`src/rtl/addsub_pkg.sv`:
```
// Shared types and elaboration helpers for the digit-serial add/sub unit.
package addsub_pkg;

  typedef enum logic [1:0] {
    IDLE = 2'd0,
    RUN  = 2'd1,
    DONE = 2'd2
  } state_t;

  function automatic int ndig(input int width, input int digit);
    return width / digit;
  endfunction

  function automatic int cnt_w(input int n);
    return (n > 1) ? $clog2(n) : 1;
  endfunction

endpackage

```
`src/rtl/addsub_digit.sv`:
```
// DIGIT-bit ripple-carry adder slice built from a chain of full adders.
module addsub_digit #(
  parameter int DIGIT = 2
) (
  input  logic [DIGIT-1:0] x,
  input  logic [DIGIT-1:0] y,
  input  logic             ci,
  output logic [DIGIT-1:0] s,
  output logic             co
);

  logic [DIGIT:0] c;

  assign c[0] = ci;

  for (genvar i = 0; i < DIGIT; i++) begin : g_fa
    assign s[i]   = x[i] ^ y[i] ^ c[i];
    assign c[i+1] = (x[i] & y[i]) | (c[i] & (x[i] ^ y[i]));
  end

  assign co = c[DIGIT];

endmodule

```
`src/rtl/addsub_serial.sv`:
```
// Digit-serial two's-complement adder/subtracter with valid/ready on both sides.
// Subtraction is A + ~B + 1: B is inverted on entry and the carry seeded with sub.
module addsub_serial
  import addsub_pkg::*;
#(
  parameter int WIDTH = 8,
  parameter int DIGIT = 2
) (
  input  logic             clk,
  input  logic             rst,
  input  logic             in_valid,
  output logic             in_ready,
  input  logic [WIDTH-1:0] a,
  input  logic [WIDTH-1:0] b,
  input  logic             sub,
  output logic             out_valid,
  input  logic             out_ready,
  output logic [WIDTH-1:0] st,
  output logic             cout,
  output logic             ovf,
  output logic             zero
);

  localparam int NDIG = ndig(WIDTH, DIGIT);
  localparam int CW   = cnt_w(NDIG);

  if (WIDTH < 2 || DIGIT < 1 || DIGIT > WIDTH || (WIDTH % DIGIT) != 0) begin : g_bad_param
    $error("addsub_serial: WIDTH must be >= 2 and a multiple of DIGIT");
  end

  state_t           state, state_nxt;
  logic [WIDTH-1:0] a_q, b_q, r_q, r_nxt;
  logic [CW-1:0]    cnt_q;
  logic             carry_q, sa_q, sb_q;
  logic [DIGIT-1:0] dsum;
  logic             dco;
  logic             accept, fire, last;

  assign accept = in_valid && in_ready;
  assign fire   = out_valid && out_ready;
  assign last   = (cnt_q == CW'(NDIG - 1));

  addsub_digit #(.DIGIT(DIGIT)) u_digit (
    .x  (a_q[DIGIT-1:0]),
    .y  (b_q[DIGIT-1:0]),
    .ci (carry_q),
    .s  (dsum),
    .co (dco)
  );

  // Result fills from the top so the first (least significant) digit ends up at bit 0.
  if (NDIG == 1) begin : g_one
    assign r_nxt = dsum;
  end else begin : g_shift
    assign r_nxt = {dsum, r_q[WIDTH-1:DIGIT]};
  end

  always_ff @(posedge clk or posedge rst) begin
    if (rst) state <= IDLE;
    else     state <= state_nxt;
  end

  always_comb begin
    state_nxt = state;
    unique case (state)
      IDLE:    if (accept) state_nxt = RUN;
      RUN:     if (last)   state_nxt = DONE;
      DONE:    if (fire)   state_nxt = IDLE;
      default: state_nxt = IDLE;
    endcase
  end

  always_comb begin
    in_ready  = (state == IDLE);
    out_valid = (state == DONE);
  end

  always_ff @(posedge clk or posedge rst) begin
    if (rst) begin
      a_q     <= '0;
      b_q     <= '0;
      r_q     <= '0;
      cnt_q   <= '0;
      carry_q <= 1'b0;
      sa_q    <= 1'b0;
      sb_q    <= 1'b0;
    end else if (accept) begin
      a_q     <= a;
      b_q     <= b ^ {WIDTH{sub}};
      carry_q <= sub;
      cnt_q   <= '0;
      sa_q    <= a[WIDTH-1];
      sb_q    <= b[WIDTH-1] ^ sub;
    end else if (state == RUN) begin
      a_q     <= a_q >> DIGIT;
      b_q     <= b_q >> DIGIT;
      r_q     <= r_nxt;
      carry_q <= dco;
      cnt_q   <= cnt_q + 1'b1;
    end
  end

  // Flags are gated by out_valid so they read 0 outside DONE, including after reset.
  assign st   = r_q;
  assign cout = out_valid & carry_q;
  assign ovf  = out_valid & (sa_q == sb_q) & (r_q[WIDTH-1] != sa_q);
  assign zero = out_valid & (r_q == '0);

endmodule

```
`config.mk`:
```
export PLATFORM = sky130hd
export DESIGN_NAME = addsub_serial
export DESIGN_NICKNAME = d
export VERILOG_FILES = /design/src/rtl/addsub_pkg.sv /design/src/rtl/addsub_digit.sv /design/src/rtl/addsub_serial.sv
export SDC_FILE = /design/constraint.sdc
export NUM_CORES = 1
export LEC_CHECK = 0
export CORE_ASPECT_RATIO = 0.9
export CORE_MARGIN = 2
export CORE_UTILIZATION = 49
export DETAILED_ROUTE_END_ITERATION = 7
export GPL_ROUTABILITY_DRIVEN = 0
export PLACE_DENSITY = 0.79
export SETUP_SLACK_MARGIN = 0.1
export SLEW_MARGIN = 10
export SYNTH_ARGS = -nofsm -noshare
export SYNTH_HDL_FRONTEND = slang
export SYNTH_SLANG_ARGS = --single-unit
export TNS_END_PERCENT = 1
```
`constraint.sdc`:
```
create_clock -name clk -period 1.99 [get_ports clk]
set_input_delay 0.398 -clock clk [delete_from_list [all_inputs] [get_ports clk]]
set_output_delay 0.398 -clock clk [all_outputs]
set_load 0.01 [all_outputs]
```
# Yosys cells after proc, flatten, opt, wreduce, memory -nomap -nowiden
# Cells that the tools add are included.
classes:
  add_sub_neg: 1
  eq_ne: 8
  mux: 12
  bitwise: 17
  reduce_logical: 7
op_table:
  columns: ["op", "count"]
  rows:
  - ["$mux 8", 4]
  - ["$mux 2", 5]
  - ["$and 1x1->1", 8]
  - ["$logic_not 8->1", 1]
  - ["$xor 8x8->8", 1]
  - ["$pmux 2 s3", 1]
  - ["$xor 1x1->1", 5]
  - ["$eq 2x2->1 const B", 2]
  - ["$ne 2x1->1 const B", 2]
  - ["$reduce_and 3->1", 1]
  - ["$add 2x1->2 const B", 1]
  - ["$eq 2x1->1 const B", 1]
  - ["$logic_and 1x1->1", 2]
  - ["$logic_not 2->1", 1]
  - ["$mux 1", 2]
  - ["$ne 2x2->1 const B", 1]
  - ["$or 1x1->1", 2]
  - ["$reduce_and 2->1", 1]
  - ["$reduce_bool 2->1", 1]
  - ["$eq 1x1->1", 1]
  - ["$ne 1x1->1", 1]
  - ["$not 1->1", 1]
totals:
  reg_bits: 31
  out_inout_bits: 13
  word_cells: 53

# Logic depth before layout (Yosys ltp)
# Gate-level depths: netlist of the first run.
depth:
  word_depth: 7
  depth_mapped: 5
  depth_no_buf: 5

# Modules after synthesis
# Synthesis of the first run repeated with hierarchy kept, for this count alone.
unflattened:
  hier_cells: 158
  hier_area_um2: 1503.9
by_module_without_submodules:
  columns: ["module", "n_inst", "cells_per_inst", "area_per_inst_um2"]
  rows:
  - ["addsub_serial", 1, 148, 1433.9]
  - ["addsub_digit", 1, 10, 70.1]

# Worst setup path before layout of the first run
# Ideal clock, no wire load.
synth_path:
  path_kind: "register to register"
  startpoint: "register a_q[0]"
  endpoint: "register r_q[7] (netlist: st[7])"
  setup_ps: 126
  arrival_time_ps: 1334
  slack_ps: 530
  path_stages_with_launch: 5
  path_buffers: 0
  synth_period_minus_slack_ps: 1460
  path_cell_list: "dfrtp_1 inv_1 fa_1 fa_1 o21ai_0"
synth_via:
  elab_chain_cells: 4
synth_lines:
  columns: ["item", "line", "source"]
  rows:
  - ["from (decl)", "addsub_serial.sv:32", "logic [WIDTH-1:0] a_q, b_q, r_q, r_nxt;"]
  - ["from (signal assigned)", "addsub_serial.sv:95", "a_q <= a_q >> DIGIT;"]
  - ["$xor 1x1->1", "addsub_digit.sv:18", "assign c[i+1] = (x[i] & y[i]) | (c[i] & (x[i] ^ y[i]));"]
  - ["$and 1x1->1", "addsub_digit.sv:18", null]
  - ["$or 1x1->1 *", "addsub_digit.sv:18", null]
  - ["$xor 1x1->1 *", "addsub_digit.sv:17", "assign s[i] = x[i] ^ y[i] ^ c[i];"]
  - ["to (signal assigned)", "addsub_serial.sv:97", "r_q <= r_nxt;"]
  - ["to (decl)", "addsub_serial.sv:32", null]
# Mark *: on every way between the ends. The rest lies on a longest branch, timed or not.
# A chain may end at the register's enable or synchronous reset.

# Worst setup path in the final report of the first run
layout_path:
  startpoint: "register r_q[7] (netlist: st[7])"
  endpoint: "output ovf"
layout_via:
  elab_chain_cells: 2
layout_lines:
  columns: ["item", "line", "source"]
  rows:
  - ["$ne 1x1->1", "addsub_serial.sv:106", "assign ovf = out_valid & (sa_q == sb_q) & (r_q[WIDTH-1] != sa_q);"]
  - ["$and 1x1->1", "addsub_serial.sv:106", null]
  - ["to (decl)", "addsub_serial.sv:20", "output logic ovf,"]
# No other way between the ends.

==> results_dict.tcl, run 1 <==
set metrics [dict create \
    dp_hpwl_mm 2.10 \
    postSynthAreaPerCell_um2 9.65 \
    die_h_um 55.9 \
    drive_gt1_share_pct 8.85 \
    netlist_instances 152 \
    final_nets 215 \
    finalSetupViolCount 0 \
    period_share_pct 91.4 \
    netlist_area_um2 1470 \
    ant_nets 0 \
    clock_latency_ns 0.33 \
    yosys.area_share.simple_pct 17.5 \
    required_ns 1.59 \
    drt_pass1_iterations 4 \
    syn_to_final_growth_pct 31.8 \
    grt_util_all_layers_pct 18.9 \
    clkSinkCount 31 \
    pwr_density_cell_nw_per_um2 1430 \
    skew_ns 0.0114 \
    die_area_um2 3450 \
    maxCapViolCount 0 \
    rr_startpoint "carry_q$_DFFE_PP0P_" \
    maxSlewViolCount 0 \
    drtIter0Drc 73 \
    wl_mm 2.83 \
    cts_buffer_depth 2 \
    antenna_found_initial 0 \
    worst_pin_slew_ns 0.758 \
    synth_compound_area_share_pct 10.8 \
    crit_path_start "st[7]$_DFFE_PP0P_" \
    cts_tree "done" \
    grt_pass1_wl_mm 4.81 \
    relSlewSlack_pct 49.4 \
    grt_overflow_total 0 \
    clk_pin_slew_worst_paths_ns 0.10 \
    wl_per_cell_um 12.2 \
    crit_fanout 6 \
    yosys_warnings 0 \
    fin_tns_setup_ns 0 \
    hold_viol 0 \
    grt_pass1_vias 1146 \
    rows 18 \
    ioPinCount 34 \
    status "finished, final reports clean" \
    synth_top_family_by_area "simple AND/OR/NAND/NOR gates" \
    synth_xor_area_share_pct 4.78 \
    fin_crit_ns 1.82 \
    clock.fmax_mhz 550 \
    cts_root_buf "clkbuf_4" \
    start_util_pct 52.5 \
    total_leakage_power_uw 0.000932 \
    crit_arrival_ns 1.42 \
    synthAdderAreaFrac_pct 3.58 \
    synth-seq-cells 31 \
    min_path_type "in -> async" \
    dr_total_vias 1187 \
    synth.net_count 176 \
    hold_slack_ns 0.444 \
    postPlaceCellArea_um2 1850 \
    stdcell_area_um2 1930 \
    grt_max_degree 32 \
    rsz0062_at_grt "true" \
    die_w_um 61.7 \
    endpoint_kind "output port" \
    coreArea_um2 2790 \
    netlist-cell-type-count 25 \
    htreeDepth 2 \
    diodes 0 \
    startpoint_type "flip-flop" \
    cts-buffers-inserted 5 \
    vdd_drop_max_mv 0.606 \
    ys_seq_area_share_pct 52.9 \
    crit_type "reg -> out" \
    drc 0 \
    vias_per_cell 5.12 \
    numPortBuffers 33 \
    synth_mux_area_share_pct 4.86 \
]
-- stage by stage --
stage,utilization (%),std cells,setup WS [ns],total power (µW)
after global placement,66.1,222,0.235,2290
after detailed placement,66.1,222,0.185,2350
after global routing,69.2,232,0.0837,3000
after CTS,68.6,231,0.141,2770
final,69.2,232,0.171,2770
after floorplan,-,152,0.530,1910
-- Yosys cell counts (all sizes together) --
cell | count | area share (%)
and3 | 1 | 0.43
ha | 1 | 0.85
a21oi | 1 | 0.34
a22oi | 6 | 3.1
inv | 8 | 2.0
nor3b | 1 | 0.85
mux2 | 1 | 0.77
nand3b | 1 | 0.51
nor4 | 2 | 0.85
dfrtp | 31 | 53
mux2i | 6 | 4.1
o21ai | 15 | 5.1
nor2 | 4 | 1.0
a22o | 1 | 0.60
o21bai | 2 | 1.0
buf | 8 | 3.5
xor2 | 8 | 4.8
fa | 2 | 2.7
nand2 | 49 | 13
nand2b | 2 | 0.85
nor2b | 1 | 0.43
a221o | 1 | 0.68
-- logic make-up after synthesis --
logic type,count (synthesis)
and+or+nand+nor,61
adders and majority gates,3
buffers and inverters,16
DFF,31
AOI/OAI and AO/OA,26
muxes,7
xor gates and xnor gates,8
-- critical path, cell delays in order, from the launching register on --
cell and delay (ns):
dfrtp_2 0.45, nand3b_1 0.16, a21oi_1 0.19, dlygate4sd2_1 0.29
-- layout by cell type (no fill, tap or decap), types with 2 or more instances in the layout --
master,count
nand2_1,49
dfrtp_1,30
mux2i_1,6
nor4_1,2
a22oi_1,6
inv_1,8
o21ai_0,3
buf_4,6
nor2_1,4
clkbuf_4,5
clkdlybuf4s50_1,28
dlygate4sd2_1,4
clkbuf_8,2
xor2_1,8
fa_1,2
o21ai_1,12
o21bai_1,2
-- layer usage --
layer	wire, µm	track usage (%)	vias to the layer above
met1	1170	21.3	565
li1	-	-	577
met5	0	0	-
met3	170	6.05	5
met4	48	9.73	0
met2	1450	31.0	40
-- where the power goes --
| part | internal [µW] | switching (µW) | leakage, µW |
|---|---|---|---|
| registers | 912 | 200 | 0.000393 |
| logic | 603 | 645 | 0.000500 |
| clock network | 208 | 206 | 0.0000386 |
-- cell type report --
type,count,area (µm²)
fill,240,860
sequential,31,777
multi-input combinational,105,617
timing repair buffer,40,390
clock buffer,8,68.8
tap,40,50.0
inverter,8,30.0
-- state kept, by name (all words and copies together) (netlist names) --
name	count
b_q	8
carry_q	1
sa_q	1
state	2
st	8
sb_q	1
a_q	8
cnt_q	2
-- path summary, 6_finish.rpt --
| check | slack (ns) | cells past startpoint | endpoint |
|---|---|---|---|
| min in group clk | 0.48 | 2 | a_q[0]$_DFFE_PP0P_ |
| max reg2reg | 0.46 | 4 | st[7]$_DFFE_PP0P_ |
| max | 0.17 | 3 | ovf |
| min | 0.44 | 3 | st[0]$_DFFE_PP0P_ |
| min reg2reg | 0.48 | 2 | a_q[0]$_DFFE_PP0P_ |
| max in group asynchronous | 1.26 | 3 | st[7]$_DFFE_PP0P_ |
-- timing repair --
item / CTS / global route
endpoints found under the setup margin: 4 / 2
gates cloned: 0 / 0
buffers inserted: 1 / 1
gates resized for setup: 5 / 3
hold buffers: 0 / 0
Power figures use the tool's default switching activity.
==> run 2: changes to the inputs <==
--- a/config.mk
+++ b/config.mk
@@ -8,6 +8,7 @@
 export CORE_ASPECT_RATIO = 0.9
 export CORE_MARGIN = 2
 export CORE_UTILIZATION = 49
+export CTS_BUF_LIST = sky130_fd_sc_hd__clkbuf_16
 export DETAILED_ROUTE_END_ITERATION = 7
 export GPL_ROUTABILITY_DRIVEN = 0
 export PLACE_DENSITY = 0.79
==> run 2 against run 1 <==
  * Hold slack improved by 0.026 ns
  * Utilization is 1.8 points higher
  * Register-to-register slack about the same
  * Sequential share of layout area down 1.1 points
  * Die area unchanged
  * Wire length is 3.1% higher
  * Final cell count fell by 0.86%
  * Sequential cell count is the same
  * Combinational power barely moved
  * Sequential power is essentially flat
  * Non-clock buffer count shrank 2
  * Cell area up 2.7%
  * Largest cell class unchanged
  * Largest power group unchanged
==> results_dict.tcl, run 2 (same netlist as run 1, synthesis figures left out) <==
set metrics [dict create \
    cts_hold_buf 0 \
    top_usage_layer "met2" \
    grt_max_degree 32 \
    start_util_pct 52.5 \
    maxCapViolCount 0 \
    grt_pass1_vias 1183 \
    clock_latency_ns 0.28 \
    crit_path_start "state[1]$_DFFE_PP0P_" \
    cts_root_buf "clkbuf_16" \
    finalPower_uw 3050 \
    dp.cells 222 \
    cts_tree "done" \
    startpoint_type "flip-flop" \
    rows 18 \
    seqPwrFrac_pct 37.0 \
    switching_share_pct 35.9 \
    met3_usage_pct 8.37 \
    diodes 0 \
    htreeDepth 2 \
    fin_tns_setup_ns 0 \
    syn_to_final_growth_pct 35.3 \
    pwr_density_cell_nw_per_um2 1530 \
    final_cell_mix "49 x nand2_1, 31 x dfrtp_1, 29 x clkdlybuf4s50_1, 12 x o21ai_1, 9 x inv_1" \
    globalRouteMet1Util_pct 22.8 \
    final_nets 213 \
    dp_slack_ns 0.185 \
    whs_path_depth 2 \
    vdd_drop_max_mv 0.787 \
    wl_per_cell_um 12.7 \
    finalSetupViolCount 0 \
    status "finished, final reports clean" \
    crit_type "reg -> out" \
    dr_total_vias 1169 \
    cts-buffers-inserted 5 \
    drive_gt1_share_pct 6.32 \
    drc 0 \
    min_path_type "reg -> reg" \
    r2r_slack_ns 0.47 \
    rsz0062_at_grt "false" \
    grt_overflow_total 0 \
    rr_startpoint "a_q[0]$_DFFE_PP0P_" \
    endpoint_kind "output port" \
    clkPwrFrac_pct 22.8 \
    die_area_um2 3450 \
    crit_fanout 6 \
    use_met2_pct 31.9 \
    numPortBuffers 33 \
    required_ns 1.59 \
    worst_pin_slew_ns 0.722 \
    p_int_uw 1950 \
    clk_pin_slew_worst_paths_ns 0.05 \
    grt_pass1_wl_mm 5.00 \
    drtIter0Drc 71 \
    layout_setup_ws_ns 0.204 \
    p_switching_uw 1090 \
    clock.fmax_mhz 560 \
    maxSlewViolCount 0 \
    r2r_end "st[7]$_DFFE_PP0P_" \
    rr_worst_depth 4 \
    pwr-share-comb_pct 40.2 \
    period_share_pct 89.7 \
    cts_buffer_depth 2 \
    postCtsSetupBuffers 0 \
    grt_util_all_layers_pct 20.3 \
    hold_viol 0 \
    fin_crit_ns 1.79 \
    drt_pass1_iterations 4 \
    crit_arrival_ns 1.39 \
    wl_mm 2.92 \
    die_h_um 55.9 \
    vias_per_cell 5.08 \
    stdcell_count 230 \
    relSlewSlack_pct 51.8 \
    ant_nets 0 \
    dp_hpwl_mm 2.10 \
    layout_commonest_cell "nand2_1" \
    coreArea_um2 2790 \
    endpoint "in_ready" \
    skew_ns 0.00324 \
    ioPinCount 34 \
    antenna_found_initial 0 \
    clkSinkCount 31 \
    die_w_um 61.7 \
    total_leakage_power_uw 0.000956 \
]
-- run 2: changes by cell type in the layout (fill, tap and decap cells not counted), sizes merged --
cell / before / now
clkdlybuf4s15: 1 / 0
buf: 7 / 5
clkinv: 0 / 2
inv: 8 / 9
clkdlybuf4s50: 28 / 29
clkbuf: 8 / 5
-- run 2: layout make-up --
type	count	area, µm²
inverters	8	30.0
clock buffers	5	125
well taps	40	50.0
multi-input cells	105	617
flip-flops and latches	31	776
repair buffers	38	375
fillers	225	808
clock inverters	3	11.3
-- run 2: through the flow --
step | hold slack [ns] | cell area [µm²] | utilization (%)
finish | 0.470 | 1980 | 71.1
global route | 0.507 | 1980 | 71.1
CTS | 0.475 | 1980 | 71.1
detailed placement | 0.464 | 1850 | 66.1
global placement | 0.460 | 1850 | 66.1
floorplan | 0.446 | 1470 | -
-- run 2: worst min-delay path by stage --
stage                       start                  to  slack [ns]
6_report       a_q[0]$_DFFE_PP0P_  a_q[0]$_DFFE_PP0P_        0.47
5_1_grt        a_q[4]$_DFFE_PP0P_  a_q[4]$_DFFE_PP0P_        0.51
4_1_cts        a_q[0]$_DFFE_PP0P_  a_q[0]$_DFFE_PP0P_        0.48
3_5_place_dp   a_q[0]$_DFFE_PP0P_  a_q[0]$_DFFE_PP0P_        0.46
3_3_place_gp   a_q[4]$_DFFE_PP0P_  a_q[4]$_DFFE_PP0P_        0.46
2_1_floorplan  a_q[0]$_DFFE_PP0P_  a_q[0]$_DFFE_PP0P_        0.45
-- run 2: layer usage --
| layer | vias up | wire length [µm] | share of wire [%] |
|---|---|---|---|
| met1 | 559 | 1170 | 40 |
| met4 | 0 | 60 | 2.1 |
| met2 | 34 | 1500 | 51 |
| met3 | 8 | 195 | 6.7 |
| li1 | 568 | - | - |
| met5 | - | 0 | 0 |
-- run 2: critical path, stage by stage, from the launching register on --
cell	delay [ns]
dfrtp_1	0.46
nor2_1	0.11
clkdlybuf4s50_1	0.54
-- run 2: what timing repair did --
item	in CTS	in global routing
hold endpoints to repair	0	0
resized for setup	5	0
endpoints found under the setup margin	4	0
-- run 2: power groups by stage --
stage | Sequential (µW) | Combinational (µW) | Clock, µW
finish | 1130 | 1220 | 694
global route | 1170 | 1380 | 739
CTS | 1130 | 1240 | 714
detailed placement | 1130 | 1220 | 0
global placement | 1100 | 1180 | 0
floorplan | 1110 | 802 | 0
==> patch 1, RTL diff (settings of run 1) <==
Register the output `ovf`, with the module's reset; this adds one clock of latency there. The other outputs are not delayed to match.
--- a/src/rtl/addsub_serial.sv
+++ b/src/rtl/addsub_serial.sv
@@ -103,7 +103,13 @@
   // Flags are gated by out_valid so they read 0 outside DONE, including after reset.
   assign st   = r_q;
   assign cout = out_valid & carry_q;
-  assign ovf  = out_valid & (sa_q == sb_q) & (r_q[WIDTH-1] != sa_q);
+  always_ff @(posedge clk or posedge rst) begin
+    if (rst) begin
+      ovf <= '0;
+    end else begin
+      ovf <= out_valid & (sa_q == sb_q) & (r_q[WIDTH-1] != sa_q);
+    end
+  end
   assign zero = out_valid & (r_q == '0);
 
 endmodule
Behaviour: not the same (a bounded check fails within 10 cycles, from zero or initial values and one cycle with rst high).
==> patch 1 against run 1 <==
  * Cell area up 0.91%
  * Hold slack better by 14 ps
  * Worst setup slack worse by 11 ps
  * Highest routed layer unchanged
  * Critical path depth unchanged
  * Synthesized area up 2.0%
  * Power down 0.83%
  * First-iteration DRC count down 16%
  * Routed wire length up 0.81%
  * Sequential cell count up 1
  * Clock power down 4%
==> patch 1: results (changes against run 1) <==
[timing]
timing.hold.ws_ps=458  ; +14.3 ps
fin_ws_ps=160  ; -11.2 ps
fin_skew_ps=8.21  ; -3.22 ps

[logic_synthesis]
syn_inst=153  ; +0.66%
syn-num-nets=177  ; +0.57%
synth_fa_ha_area_share_pct=3.51  ; -0.069 points
synth_compound_area_share_pct=10.6  ; -0.21 points
synth_cell_types=26  ; +4.0%
ys_top_cells_by_area=dfrtp_1 54%, nand2_1 12%, xor2_1 4.7%
synthMuxAreaShare_pct=4.77  ; -0.094 points
ys_seq_area_share_pct=53.6  ; +0.66 points
synth_xor_area_share_pct=4.69  ; -0.092 points

[power]
leakage_uw=0.000944  ; +1.3%
peakVddDrop_mv=0.560  ; -7.6%

[grt]
grt_pass1_vias=1130  ; -1.4%
grt_pass1_wl_um=4890  ; +1.7%

[placement]
dp_slack_ps=155  ; -30.6 ps
place_hpwl_um=2160  ; +3.0%
placed_area_sq_um=1870  ; +1.4%
dp_cells=226  ; +1.8%

[setup_path]
crit_fanout=4  ; -2
startpoint=st[4]
r2r_setup_slack_ps=440  ; -20 ps
cp-endpoint=zero
r2r_start=a_q[0]

[routing]
viasPerCell=4.95  ; -3.2%
vias=1154  ; -2.8%
drtIter0Drc=61  ; -16%
wirelength_um=2860  ; +0.81%

[cts]
clk_pin_slew_worst_paths_ps=90
cts_setup_buffers=0  ; -1

[final_layout]
drive_above_1_share_pct=9.95  ; +1.1 points
nFillCells=241  ; +0.42%

[run_status]
outcome=complete, no violations

[patch 1: metal layers]
layer | GRT usage, % | routed length [um] | part of all wire, %
met4 | 7.30 | 38 | 1.3
met2 | 31.4 | 1480 | 52
met1 | 21.3 | 1200 | 42
met5 | 0 | 0 | 0
met3 | 6.61 | 139 | 4.9
[patch 1: layout make-up]
type / count / area, sq um / area share [%]
sequential: 32 / 803 / 41.2
timing repair buffer: 39 / 374 / 19.2
clock buffer: 7 / 65.1 / 3.34
tap: 42 / 52.6 / 2.69
inverter: 8 / 30.0 / 1.54
multi-input combinational: 105 / 626 / 32.1
[patch 1: where the power goes]
| group | internal [uW] | switching [uW] | leakage [uW] |
|---|---|---|---|
| logic | 579 | 623 | 0.000501 |
| clock network | 200 | 196 | 0.0000374 |
| registers | 935 | 217 | 0.000406 |
| total | 1710 | 1040 | 0.000944 |
[patch 1: worst max-delay path: stages (launching register included)]
cell	delay, ps
dfrtp_1	420
nor4_2	260
and3_1	170
dlygate4sd2_1	260
==> patch 2, RTL diff (config.mk and constraints of run 1) <==
Made on the original files. Set the parameter `WIDTH` to 10 (it was 8).
--- a/src/rtl/addsub_serial.sv
+++ b/src/rtl/addsub_serial.sv
@@ -3,7 +3,7 @@
 module addsub_serial
   import addsub_pkg::*;
 #(
-  parameter int WIDTH = 8,
+  parameter int WIDTH = 10,
   parameter int DIGIT = 2
 ) (
   input  logic             clk,
Interface: changed (resized a, b and st); port bits go from 34 to 40. No check against the original RTL was run, so the function may have changed too.
==> patch 2 against run 1 <==
  * Routed wire length up 28%
  * Power is 26% higher
  * Register-to-register slack gained 50 ps
  * Sequential cell count rose by 7
  * Worst setup slack worse by 98 ps
  * Cell area increased by 23%
  * Via count up 19%
  * Synthesized area is 24% higher
  * Critical endpoint is now in_ready
==> patch 2: results (changes against run 1) <==
[timing]
slew_headroom_pct=67.7  ; +18 points

[run_status]
outcome=complete, no violations

[setup_path]
crit_fanout=5  ; -1
critPathArrivalTime_ps=1520  ; +100 ps

[logic_synthesis]
syn-num-nets=216  ; +23%
synth_cell_types=32  ; +28%
avgSynthCellArea_sq_um=9.70  ; +0.56%
yosys-top-cells-count=60 x nand2_1, 38 x dfrtp_1, 14 x o21ai_1
ys_top_cells_by_area=dfrtp_1 52%, nand2_1 12%, xor2_1 4.8%

[final_layout]
final-clk-cell-share_pct=3.84  ; +0.28 points
nFillCells=270  ; +13%
seq_share_pct=40.0  ; -0.17 points
buffer_area_share_pct=19.6  ; -0.55 points
n_clock_buffer=7  ; -1
multi_input_area_sq_um=774  ; +26%

[cts]
cts_setup_buffers=0  ; -1
clk_pin_slew_worst_paths_ps=70  ; -30 ps
cts-root-buf=clkbuf_8
clkSinkCount=38  ; +23%

[routing]
drtIter0Drc=95  ; +30%
wl_per_cell_um=13.1  ; +7.1%

[power]
leakage_uw=0.00117  ; +25%
peakVddDrop_mv=0.629  ; +3.7%

[floorplanning]
num_rows=20  ; +2

[placement]
dp_cells=270  ; +22%
place_hpwl_um=2540  ; +21%

[grt]
track_usage_pct=20.6  ; +1.6 points

-- patch 2: cell count changes after synthesis, sizes merged, moves of 2 or more --
cell | run 1 | this run
inv | 8 | 10
xor2 | 8 | 10
nand2 | 49 | 60
a22oi | 6 | 8
dfrtp | 31 | 38
mux2i | 6 | 8
-- patch 2: stage by stage --
stage                     hold slack (ps)  utilization (%)
after floorplan                       446                -
after global placement                458             65.9
after detailed placement              464             65.9
after CTS                             480             68.7
after global routing                  513             68.8
final                                 478             68.8
-- patch 2: kinds of logic after synthesis --
family | share of synthesized area, %
AOI/OAI and AO/OA | 11.7
xor gates and xnor gates | 4.83
and+or+nand+nor | 17.0
muxes | 5.03
DFF | 52.4
buffers and inverters | 5.45
adders and majority gates | 3.59
-- patch 2: worst max-delay path, stage by stage (launching register included) --
cell and delay, ps:
dfrtp_1 410, buf_4 170, nor2_1 110, clkdlybuf4s50_1 540
-- patch 2: routing by layer --
metal	vias to the layer above	global-route usage (%)	part of all wire [%]	wire (um)
met2	45	34.7	47	1690
met4	0	6.00	1.5	53
li1	706	-	-	-
met5	-	0	0	0
met3	7	7.21	7.6	275
met1	656	25.3	44	1620
-- patch 2: power breakdown --
| part | switching [uW] | total [uW] | internal [uW] | leakage (uW) |
|---|---|---|---|---|
| registers | 243 | 1360 | 1120 | 0.000483 |
| clock network | 266 | 545 | 279 | 0.0000482 |
| logic | 839 | 1600 | 759 | 0.000634 |
-- patch 2: final timing paths --
check | cells after the start | to | from | slack, ps
worst max register to register | 4 | st[9] | a_q[0] | 510
max in group asynchronous | 3 | cnt_q[0] | rst | 1130
worst min register to register | 2 | a_q[4] | a_q[4] | 480
worst max-delay path | 3 | in_ready | state[1] | 70
min in group asynchronous | 3 | state[0] | rst | 520
worst min-delay path | 2 | a_q[4] | a_q[4] | 480
